--- src/rtl/instr_mem_loader_if.sv ---
// Byte-stream input and instruction-RAM write port of the boot-time
// instruction memory loader. The loader uses the slave modport; the
// stream source / RAM model uses the master modport.
interface instr_mem_loader_if #(
   parameter int ADDR_W = 16
);
   logic [7:0]        in_data;
   logic              in_valid;
   logic              in_ready;
   logic              mem_we;
   logic [ADDR_W-1:0] mem_addr;
   logic [15:0]       mem_wdata;

   // Stream source and RAM side.
   modport master (
      output in_data,
      output in_valid,
      input  in_ready,
      input  mem_we,
      input  mem_addr,
      input  mem_wdata
   );

   // Loader side.
   modport slave (
      input  in_data,
      input  in_valid,
      output in_ready,
      output mem_we,
      output mem_addr,
      output mem_wdata
   );
endinterface

--- src/rtl/instr_mem_loader.sv ---
// Boot-time instruction memory loader.
// Accepts a byte stream (count_hi, count_lo, count x {word_hi, word_lo}),
// assembles big-endian 16-bit words and writes them to the instruction RAM
// at byte addresses 0, 2, 4, ... while holding the CPU in reset.
// Optional feature macro: INSTR_MEM_LOADER_CHECKSUM_EN adds a trailing
// checksum byte that must equal the XOR of every preceding stream byte.
module instr_mem_loader #(
   parameter int ADDR_W    = 16,
   parameter int MAX_WORDS = 256
) (
   input  logic              clk,
   input  logic              rst,
   instr_mem_loader_if.slave bus,
   input  logic              start,
   output logic              cpu_hold,
   output logic              done,
   output logic              error,
   output logic [15:0]       words_loaded
);

   typedef enum logic [2:0] {
      CNT_HI,
      CNT_LO,
      W_HI,
      W_LO,
      WRITE,
`ifdef INSTR_MEM_LOADER_CHECKSUM_EN
      CHK,
`endif
      DONE,
      ERR
   } state_t;

   // Where the loader goes once the last word (or an empty image) is done.
`ifdef INSTR_MEM_LOADER_CHECKSUM_EN
   localparam state_t AFTER_LAST = CHK;
`else
   localparam state_t AFTER_LAST = DONE;
`endif

   // One extra bit so a header count of 0xFFFF compares cleanly.
   localparam logic [16:0] MAX_COUNT = 17'(MAX_WORDS);

   state_t            state;
   state_t            state_next;
   logic              armed;       // low only until the first clock after reset
   logic [15:0]       count;       // word count from the header
   logic [15:0]       wdata;       // word being assembled
   logic [ADDR_W-1:0] addr;        // byte address of the next write
   logic [15:0]       words;       // words written so far
`ifdef INSTR_MEM_LOADER_CHECKSUM_EN
   logic [7:0]        xor_acc;     // running XOR of accepted header/data bytes
`endif

   logic              ready_state;
   logic              xfer;
   logic              rearm;
   logic [15:0]       count_full;
   logic              last_word;

   // Byte acceptance happens only in the receiving states, and never in the
   // cycle right after reset release.
   always_comb begin
      // NOTE: every signal driven from a combinational block gets a default
      // first; a path that leaves it unassigned would infer a latch.
      ready_state = 1'b0;
      case (state)
         CNT_HI, CNT_LO, W_HI, W_LO: ready_state = 1'b1;
`ifdef INSTR_MEM_LOADER_CHECKSUM_EN
         CHK:                        ready_state = 1'b1;
`endif
         default:                    ready_state = 1'b0;
      endcase
   end

   assign bus.in_ready = armed & ready_state;
   assign xfer         = bus.in_valid & bus.in_ready;
   assign rearm        = start & ((state == DONE) || (state == ERR));
   assign count_full   = {count[15:8], bus.in_data};
   assign last_word    = ((words + 16'd1) == count);

   // State register.
   always_ff @(posedge clk or posedge rst) begin
      // NOTE: sequential state is updated with non-blocking assignments so
      // every register samples the values from before the clock edge.
      if (rst) begin
         state <= CNT_HI;
      end else begin
         state <= state_next;
      end
   end

   // Next-state decision from the current state and the accepted byte.
   always_comb begin
      state_next = state;
      case (state)
         CNT_HI: begin
            if (xfer) state_next = CNT_LO;
         end
         CNT_LO: begin
            if (xfer) begin
               if ({1'b0, count_full} > MAX_COUNT) begin
                  state_next = ERR;
               end else if (count_full == 16'd0) begin
                  state_next = AFTER_LAST;
               end else begin
                  state_next = W_HI;
               end
            end
         end
         W_HI: begin
            if (xfer) state_next = W_LO;
         end
         W_LO: begin
            if (xfer) state_next = WRITE;
         end
         WRITE: begin
            state_next = last_word ? AFTER_LAST : W_HI;
         end
`ifdef INSTR_MEM_LOADER_CHECKSUM_EN
         CHK: begin
            if (xfer) state_next = (bus.in_data == xor_acc) ? DONE : ERR;
         end
`endif
         DONE, ERR: begin
            if (start) state_next = CNT_HI;
         end
         default: begin
            state_next = CNT_HI;
         end
      endcase
   end

   // Datapath: header count, word assembly, address/word counters.
   always_ff @(posedge clk or posedge rst) begin
      if (rst) begin
         armed <= 1'b0;
         count <= '0;
         wdata <= '0;
         addr  <= '0;
         words <= '0;
      end else begin
         armed <= 1'b1;
         if (xfer) begin
            case (state)
               CNT_HI:  count[15:8] <= bus.in_data;
               CNT_LO:  count[7:0]  <= bus.in_data;
               W_HI:    wdata[15:8] <= bus.in_data;
               W_LO:    wdata[7:0]  <= bus.in_data;
               default: ;
            endcase
         end
         if (state == WRITE) begin
            words <= words + 16'd1;
            addr  <= addr + ADDR_W'(2);
         end
         if (rearm) begin
            words <= '0;
            addr  <= '0;
         end
      end
   end

`ifdef INSTR_MEM_LOADER_CHECKSUM_EN
   // Running XOR over every accepted byte before the checksum byte itself.
   always_ff @(posedge clk or posedge rst) begin
      if (rst) begin
         xor_acc <= '0;
      end else if (rearm) begin
         xor_acc <= '0;
      end else if (xfer && (state != CHK)) begin
         xor_acc <= xor_acc ^ bus.in_data;
      end
   end
`endif

   // Outputs decoded from state and the datapath registers.
   always_comb begin
      bus.mem_we    = (state == WRITE);
      bus.mem_addr  = addr;
      bus.mem_wdata = wdata;
      cpu_hold      = (state != DONE);
      done          = (state == DONE);
      error         = (state == ERR);
      words_loaded  = words;
   end

endmodule

--- src/flat_wrapper.sv ---
// flat-port wrapper written by rule: the top's interface ports become plain ports
module instr_mem_loader_flat 
#(
   parameter int ADDR_W    = 16,
   parameter int MAX_WORDS = 256
)
  (clk, rst, start, cpu_hold, done, error, words_loaded, bus_in_data, bus_in_valid, bus_in_ready, bus_mem_we, bus_mem_addr, bus_mem_wdata);
  instr_mem_loader_if #(.ADDR_W(ADDR_W)) bus_i ();
  input  logic clk;
  input  logic rst;
  input  logic start;
  output logic cpu_hold;
  output logic done;
  output logic error;
  output logic [15:0] words_loaded;
  input wire logic [$bits(bus_i.in_data)-1:0] bus_in_data;
  input wire logic [$bits(bus_i.in_valid)-1:0] bus_in_valid;
  output wire logic [$bits(bus_i.in_ready)-1:0] bus_in_ready;
  output wire logic [$bits(bus_i.mem_we)-1:0] bus_mem_we;
  output wire logic [$bits(bus_i.mem_addr)-1:0] bus_mem_addr;
  output wire logic [$bits(bus_i.mem_wdata)-1:0] bus_mem_wdata;
  assign bus_i.in_data = bus_in_data;
  assign bus_i.in_valid = bus_in_valid;
  assign bus_in_ready = bus_i.in_ready;
  assign bus_mem_we = bus_i.mem_we;
  assign bus_mem_addr = bus_i.mem_addr;
  assign bus_mem_wdata = bus_i.mem_wdata;
  instr_mem_loader #(.ADDR_W(ADDR_W), .MAX_WORDS(MAX_WORDS)) u_core (.clk(clk), .rst(rst), .bus(bus_i), .start(start), .cpu_hold(cpu_hold), .done(done), .error(error), .words_loaded(words_loaded));
endmodule
--- config.mk ---
export PLATFORM = sky130hd
export DESIGN_NAME = instr_mem_loader_flat
export DESIGN_NICKNAME = d
export VERILOG_FILES = /design/src/rtl/instr_mem_loader_if.sv /design/src/rtl/instr_mem_loader.sv /design/src/flat_wrapper.sv
export SDC_FILE = /design/constraint.sdc
export NUM_CORES = 1
export LEC_CHECK = 0
export CAP_MARGIN = 40
export CORE_MARGIN = 4
export CORE_UTILIZATION = 35
export CTS_BUF_LIST = sky130_fd_sc_hd__clkbuf_16
export CTS_CLUSTER_SIZE = 28
export DETAILED_ROUTE_END_ITERATION = 10
export GPL_TIMING_DRIVEN = 0
export PLACE_DENSITY_LB_ADDON = 0.08
export SKIP_CTS_REPAIR_TIMING = 1
export SYNTH_ARGS = -nofsm -noshare
export SYNTH_HDL_FRONTEND = slang
export SYNTH_SLANG_ARGS = --single-unit
--- constraint.sdc ---
create_clock -name clk -period 3.2 [get_ports clk]
set_input_delay 0.96 -clock clk [delete_from_list [all_inputs] [get_ports clk]]
set_output_delay 0.96 -clock clk [all_outputs]
set_load 0.05 [all_outputs]
## After elaboration in Yosys (flattened, before gate mapping)

Index checks and enable logic that the tools add are counted.

| storage, ports and cells | value |
|---|---|
| output and inout bits | 53 |
| word-level logic and storage cells | 52 |
| input bits | 12 |
| bits in registers | 68 |

| operators by class | value |
|---|---|
| $add $sub $neg | 2 |
| magnitude comparators | 1 |
| bitwise operators | 3 |
| equal/unequal tests | 13 |
| reductions and logical operators | 11 |
| multiplexer cells | 14 |

Operators by type and width:

| operator | count |
|---|---|
| 16-bit two-way mux | 4 |
| 3-bit two-way mux | 8 |
| 3-bit case mux with 6 select lines | 1 |
| 16-bit by 1-bit adder with 16-bit output, second input constant | 1 |
| 16-bit by 2-bit adder with 16-bit output, second input constant | 1 |
| 16-bit equality test | 1 |
| 16-bit by 9-bit > comparator with 1-bit output, second input constant | 1 |
| 16-bit zero test | 1 |
| 3-bit equality test, second input constant | 3 |
| 2-bit by 1-bit inequality test with 1-bit output, second input constant | 4 |
| 2-bit AND reduction | 4 |
| 3-bit by 2-bit equality test with 1-bit output, second input constant | 2 |
| 5-bit AND reduction | 1 |
| 4-bit OR reduction | 1 |
| 1-bit bitwise AND | 3 |
| 3-bit by 1-bit equality test with 1-bit output, second input constant | 1 |
| 3-bit zero test | 1 |
| 3-bit inequality test, second input constant | 1 |
| 2-bit inequality test, second input constant | 1 |
| 2-bit nonzero test | 1 |
| 2-bit OR reduction | 1 |
| 1-bit logical OR | 1 |
| 1-bit two-way mux | 1 |

## Longest topological paths before layout

Gate-level depths: netlist (run 1).

| logic depth | value |
|---|---|
| depth in word-level cells | 7 |
| depth in mapped cells | 9 |
| depth with buffers taken out | 7 |

## Worst setup path after synthesis (run 1)

Ideal clock, no wire load.

| timing | value |
|---|---|
| path type | register -> output |
| from | reg u_core.state[0] |
| to | out bus_mem_we |
| arrival time | 1.837 ns |
| data required time | 2.240 ns |
| stages on the path, launching flop included | 6 |
| setup slack | 0.403 ns |
| buffers on the path | 3 |
| path through | dfrtp_1 buf_2 or3b_2 clkbuf_1 inv_2 buf_1 |

| on the way | value |
|---|---|
| longest elaborated chain between the ends | 1 |

RTL lines:

| item | RTL line | RTL |
|---|---|---|
| start, declared | instr_mem_loader.sv:44 | `state_t state;` |
| start signal, assigned | instr_mem_loader.sv:89 | `state <= state_next;` |
| 3-bit equality test | instr_mem_loader.sv:179 | `bus.mem_we = (state == WRITE);` |
| end, declared | flat_wrapper.sv:19 | `output wire logic [$bits(bus_i.mem_we)-1:0] bus_mem_we;` |

No other way between the ends.

## Worst setup path in the final report (run 1)

| timing | value |
|---|---|
| from | reg u_core.state[2] |
| to | out error |

| on the way | value |
|---|---|
| longest elaborated chain between the ends | 1 |

RTL lines:

| item | RTL line | RTL |
|---|---|---|
| 3-bit equality test | instr_mem_loader.sv:184 | `error = (state == ERR);` |
| end, declared | flat_wrapper.sv:14 | `output logic error;` |

No other way between the ends.

==> results of run 1 <==
## power by group
| part | internal (mW) | leakage (nW) | switching, mW | total [mW] |
|---|---|---|---|---|
| registers | 1.20 | 0.853 | 0.377 | 1.58 |
| clock network | 0.760 | 0.163 | 0.383 | 1.14 |
| logic | 0.974 | 1.02 | 1.58 | 2.55 |
## kinds of logic after synthesis
group / Yosys count
buffers and inverters: 29
other: 2
flip-flops: 67
AO/OA/AOI/OAI: 57
adder cells (fa/ha/maj): 2
XOR/XNOR: 32
AND/OR/NAND/NOR: 133
multiplexers: 34
## cells in the mapped netlist (2+ instances only)
library cell,number,area share
a21oi_1,8,0.011
xnor2_1,15,0.036
o21ai_0,25,0.035
clkbuf_1,10,0.010
nand3_1,15,0.021
conb_1,2,0.0021
nor3_1,6,0.0083
o31ai_1,5,0.010
nand4_1,6,0.010
nand3b_1,4,0.0083
nor4_1,6,0.010
inv_1,10,0.010
dfrtp_1,67,0.46
nand2b_1,2,0.0035
a31oi_1,2,0.0035
nor2_1,28,0.029
ha_1,2,0.0069
o32ai_1,2,0.0048
or4_1,2,0.0042
xor2_1,17,0.041
nor3b_1,4,0.0083
nor4_4,4,0.024
nor2b_1,5,0.0087
buf_2,6,0.0083
o22ai_1,4,0.0069
or3_1,3,0.0052
and3_1,6,0.010
a2111oi_0,2,0.0048
nand2_1,32,0.033
mux2_2,33,0.10
## layer usage
| metal | wire length [um] | share of wire |
|---|---|---|
| met2 | 3910 | 0.44 |
| met1 | 4400 | 0.49 |
| met5 | 0 | 0 |
| met3 | 549 | 0.061 |
| met4 | 85 | 0.0095 |
## final cells by class
| cell class | instances | area, um^2 | share of cell area |
|---|---|---|---|
| Clock buffer | 9 | 225 | 0.0470 |
| Clock inverter | 7 | 118 | 0.0245 |
| Multi-Input combinational cell | 260 | 1830 | 0.381 |
| Inverter | 11 | 45.0 | 0.00939 |
| Sequential cell | 67 | 1680 | 0.350 |
| Tap cell | 133 | 166 | 0.0347 |
| Buffer | 17 | 75.1 | 0.0157 |
| Timing Repair Buffer | 65 | 663 | 0.138 |
## registers in the layout, summed over array words and instances (netlist names)
| register | count |
|---|---|
| u_core.count | 16 |
| u_core.armed | 1 |
| u_core.bus.mem_wdata | 16 |
| u_core.state | 3 |
| u_core.bus.mem_addr | 15 |
| u_core.words_loaded | 16 |
## critical path: cells and delay by family (launching register included)
| kind | cells | cell delay [ns] |
|---|---|---|
| flip-flops | 1 | 0.41 |
| AND/OR/NAND/NOR | 1 | 0.21 |
| buffers and inverters | 2 | 1.14 |
## stage by stage
step	cells	cell area [um^2]	worst slack, ns	util	total power, mW
after global placement	552	4410	-0.717	0.445	4.13
final	569	4790	0.158	0.484	5.27
after floorplan	356	3620	0.403	-	3.33
after detailed placement	554	4450	-0.515	0.449	4.17
after CTS	570	4790	-0.875	0.484	5.33
after global routing	569	4790	0.00222	0.484	5.62
## worst min path at each step
stage | slack (ns) | endpoint | start
2_1_floorplan | 0.50 | u_core.count[1] | u_core.count[1]
3_3_place_gp | 0.49 | u_core.bus.mem_wdata[13] | u_core.bus.mem_wdata[13]
3_5_place_dp | 0.49 | u_core.bus.mem_wdata[10] | u_core.bus.mem_wdata[10]
4_1_cts | 0.51 | u_core.bus.mem_wdata[4] | u_core.bus.mem_wdata[4]
5_1_grt | 0.53 | u_core.bus.mem_wdata[3] | u_core.bus.mem_wdata[3]
6_report | 0.51 | u_core.bus.mem_wdata[9] | u_core.bus.mem_wdata[9]
==> impl_metrics.tcl, run 1 <==
set metrics [dict create \
    reg2reg_depth 7 \
    post_route_cells_drive_above_1_share 0.161 \
    design.die.area_um2 12000 \
    hold_class "reg -> reg" \
    rows 36 \
    synth_edf_count 0 \
    grt_busiest_layer "met1" \
    syn-cell-area_um2 3620 \
    skew_ns 0.0107 \
    gr-total-overflow 0 \
    async_flop_share 1.00 \
    leakage_nw 2.03 \
    grt_max_degree 45 \
    fin_crit_ns 3.04 \
    met1_usage 0.243 \
    final_common_cell "dfrtp_1" \
    postRouteAntennaNets 0 \
    fp.dieW_um 110 \
    gp_congestion 0.831 \
    core_area_um2 9910 \
    rsz0062_at_grt "false" \
    drt_first_pass_iters 4 \
    portBuffers 63 \
    grt_use_met3 0.0482 \
    power_density_nw_per_um2 1100 \
    pin_count 65 \
    syn-num-nets 370 \
    critPathCapture "error" \
    tightestPinTransition_ns 0.750 \
    start_util 0.365 \
    diodes 0 \
    reg2reg_to "u_core.state[1]" \
    reg2reg_from "u_core.words_loaded[0]" \
    min_period_over_period 0.951 \
    hold_depth 1 \
    drv_slew 0 \
    die_h_um 110 \
    vias_per_cell 5.10 \
    wl_per_cell_um 15.7 \
    yosysSeqAreaShare 0.464 \
    yosysWarnings 0 \
    vias 2900 \
    cts_tree "yes" \
    timing.critical_path.from_type "register" \
    cp_data_required_time_ns 2.24 \
    slew_headroom 0.499 \
    syn-instance-count 356 \
    critPathSlowestCell "clkdlybuf4s50_1" \
    place_hpwl_mm 6.67 \
    h-tree-depth 3 \
    cts_buffers 9 \
    fin_tns_setup_ns 0 \
    grt_pass1_vias 2884 \
    ys_types 53 \
    grt_antenna_before_repair 0 \
    drt_iter0_markers 92 \
    synthMuxAreaShare 0.106 \
    syn2layout_area_growth_pct 32.6 \
    maxCapViolCount 0 \
    fill_cells 956 \
    status "completed" \
    drc 0 \
    synth-main-ff-cell "dfrtp_1" \
    insertion_delay_ns 0.33 \
    cts.sinks 67 \
    finalSetupViolCount 0 \
    grt_use_met2 0.240 \
    ys_ff_latch 67 \
    final_cell_mix "dfrtp_1 (67), clkdlybuf4s50_1 (61), mux2_2 (33), nand2_1 (32), nor2_1 (28)" \
    crit_type "reg -> out" \
    grt_usage 0.166 \
    synth.avg_cell_area_um2 10.2 \
    r2r_slack_ns 0.32 \
    path_clk_slew_ns 0.06 \
    root_buffer "clkbuf_16" \
    cp_max_fo 10 \
    routed_wl_mm 8.94 \
    synthSimpleGateAreaFrac 0.212 \
    hold_viol 0 \
    synthXorXnorAreaFrac 0.0775 \
    synth_compound_area_frac 0.0990 \
    clock_path_buffers 2 \
    arrival_ns 2.08 \
    fin_nets 445 \
    cpPeakStageDelay_ns 0.80 \
    synthAdderAreaFrac 0.00692 \
    synth_top_family_by_area "simple AND/OR/NAND/NOR gates" \
    fmax_ghz 0.329 \
    grt_pass1_wl_mm 15.4 \
    worstSetupStartpoint "u_core.state[2]" \
    hold-worst-slack_ns 0.506 \
    endpoint_kind "primary output" \
    path_cells "clkbuf_1 > and3b_1 > clkdlybuf4s50_1" \
    vdd_drop_max_uv 493 \
]
No activity file was read; power rests on OpenSTA's default activity.
==> run 2, diff against run 1 <==
--- a/config.mk
+++ b/config.mk
@@ -7,7 +7,7 @@
 export LEC_CHECK = 0
 export CAP_MARGIN = 40
 export CORE_MARGIN = 4
-export CORE_UTILIZATION = 35
+export CORE_UTILIZATION = 45
 export CTS_BUF_LIST = sky130_fd_sc_hd__clkbuf_16
 export CTS_CLUSTER_SIZE = 28
 export DETAILED_ROUTE_END_ITERATION = 10
==> run 2 against run 1 <==
Cell area fell by 2.8%. Global-route usage up 1.8 points. Fmax decreased by 0.80%. Flip-flop and latch count unchanged. Via count grew 0.97%. Sequential power about the same. First-iteration DRC count rose by 39%. Routed wire length fell by 6.5%. Setup slack got worse by 0.025 ns. Register-to-register slack improved by 0.03 ns. Final cell count down 5.8%. Clock power shrank 26%. Critical endpoint is now done. Largest cell class unchanged. Largest power group unchanged.
==> impl_metrics.tcl, run 2 (synthesized netlist as in run 1, its figures left out) <==
set metrics [dict create \
    rsz0062_at_grt "false" \
    drt_first_pass_iters 4 \
    vdd_drop_max_uv 624 \
    wl_per_cell_um 15.6 \
    cts_buffers 9 \
    syn2layout_area_growth_pct 28.8 \
    arrival_ns 2.11 \
    min_period_over_period 0.958 \
    die_h_um 97.6 \
    leakage_nw 1.98 \
    gp_congestion 0.859 \
    vias_per_cell 5.46 \
    grt_usage 0.183 \
    power_density_nw_per_um2 1070 \
    drt_iter0_markers 128 \
    fill_cells 685 \
    place_hpwl_mm 6.22 \
    drv_slew 0 \
    start_util 0.466 \
    seq_area_um2 1680 \
    core_area_um2 7770 \
    rows 32 \
    routed_wl_mm 8.36 \
    fin_tns_setup_ns 0 \
    cts_tree "yes" \
    root_buffer "clkbuf_16" \
    design.die.area_um2 9530 \
    status "completed" \
    fin_nets 445 \
    portBuffers 63 \
    grt_max_degree 58 \
    gr-total-overflow 0 \
    cts.sinks 67 \
    pin_count 65 \
    insertion_delay_ns 0.33 \
    grt_antenna_before_repair 0 \
    diodes 0 \
    hold_class "reg -> reg" \
    maxCapViolCount 0 \
    cp_max_fo 10 \
    fin_crit_ns 3.07 \
    grt_pass1_vias 2776 \
    grt_pass1_wl_mm 14.2 \
    fmax_ghz 0.326 \
    crit_type "reg -> out" \
    multiInputGateArea_um2 1830 \
    hold-worst-slack_ns 0.501 \
    place_area_um2 4410 \
    skew_ns 0.00640 \
    hold_viol 0 \
    post_route_cells_drive_above_1_share 0.154 \
    path_clk_slew_ns 0.05 \
    final_util 0.600 \
    clock_path_buffers 2 \
    final_common_cell "dfrtp_1" \
    finalSetupViolCount 0 \
    postRouteAntennaNets 0 \
    timing.critical_path.from_type "register" \
    final_cell_mix "dfrtp_1 (67), clkdlybuf4s50_1 (62), mux2_2 (33), nand2_1 (32), nor2_1 (28)" \
    power_mw 4.97 \
    h-tree-depth 3 \
    drc 0 \
    cp_data_required_time_ns 2.24 \
    tightestPinTransition_ns 0.763 \
    slew_headroom 0.487 \
    fp.dieW_um 97.6 \
    endpoint_kind "primary output" \
    vias 2928 \
    final_area_um2 4660 \
]
## run 2: cell count changes in the layout (fill, tap and decap cells not counted), sizes merged
cell	previous run	this run
bufinv	3	0
inv	11	10
clkdlybuf4s50	61	62
buf	10	9
clkinvlp	2	0
dlymetal6s2s	1	0
clkbuf	19	20
clkinv	2	6
## run 2: cell type report
class | count | share of cell area
multi-input combinational | 260 | 0.392
sequential | 67 | 0.360
timing repair buffer | 65 | 0.142
clock buffer | 9 | 0.0483
tap | 102 | 0.0274
buffer | 17 | 0.0161
inverter | 11 | 0.00967
clock inverter | 5 | 0.00483
## run 2: power by group
part / switching [mW] / internal [mW] / leakage (nW) / total [mW]
registers: 0.372 / 1.20 / 0.853 / 1.57
clock network: 0.343 / 0.505 / 0.126 / 0.848
logic: 1.58 / 0.976 / 0.997 / 2.55
## run 2: metal layers
metal  global-route usage  wire length (um)  vias to the layer above
met5                    0                 0                        -
met3               0.0337               421                        9
met4               0.0660                97                        0
met1                0.261              4010                     1419
li1                     -                 -                     1423
met2                0.280              3840                       77
## run 2: path summary, 6_finish.rpt
path	startpoint	to	slack, ns	cells after the start
setup / recovery	u_core.state[2]	done	0.13	4
hold / removal	u_core.bus.mem_wdata[3]	u_core.bus.mem_wdata[3]	0.50	1
setup reg to reg	u_core.words_loaded[0]	u_core.state[1]	0.35	7
hold reg to reg	u_core.bus.mem_wdata[3]	u_core.bus.mem_wdata[3]	0.50	1
max in group asynchronous	rst	u_core.bus.mem_wdata[14]	1.79	3
min in group asynchronous	rst	u_core.bus.mem_wdata[1]	0.90	2
## run 2: metrics by stage
stage,worst slack (ns),std cells
2_1_floorplan,0.403,356
3_3_place_gp,-0.644,521
3_5_place_dp,-0.379,523
4_1_cts,-0.738,537
5_1_grt,0.00694,536
6_report,0.133,536
## run 2: worst max-delay path, stage by stage, from the launching register on
cell and delay (ns):
dfrtp_1 0.41, clkbuf_1 0.34, nand3b_1 0.16, inv_1 0.08, clkdlybuf4s50_1 0.80
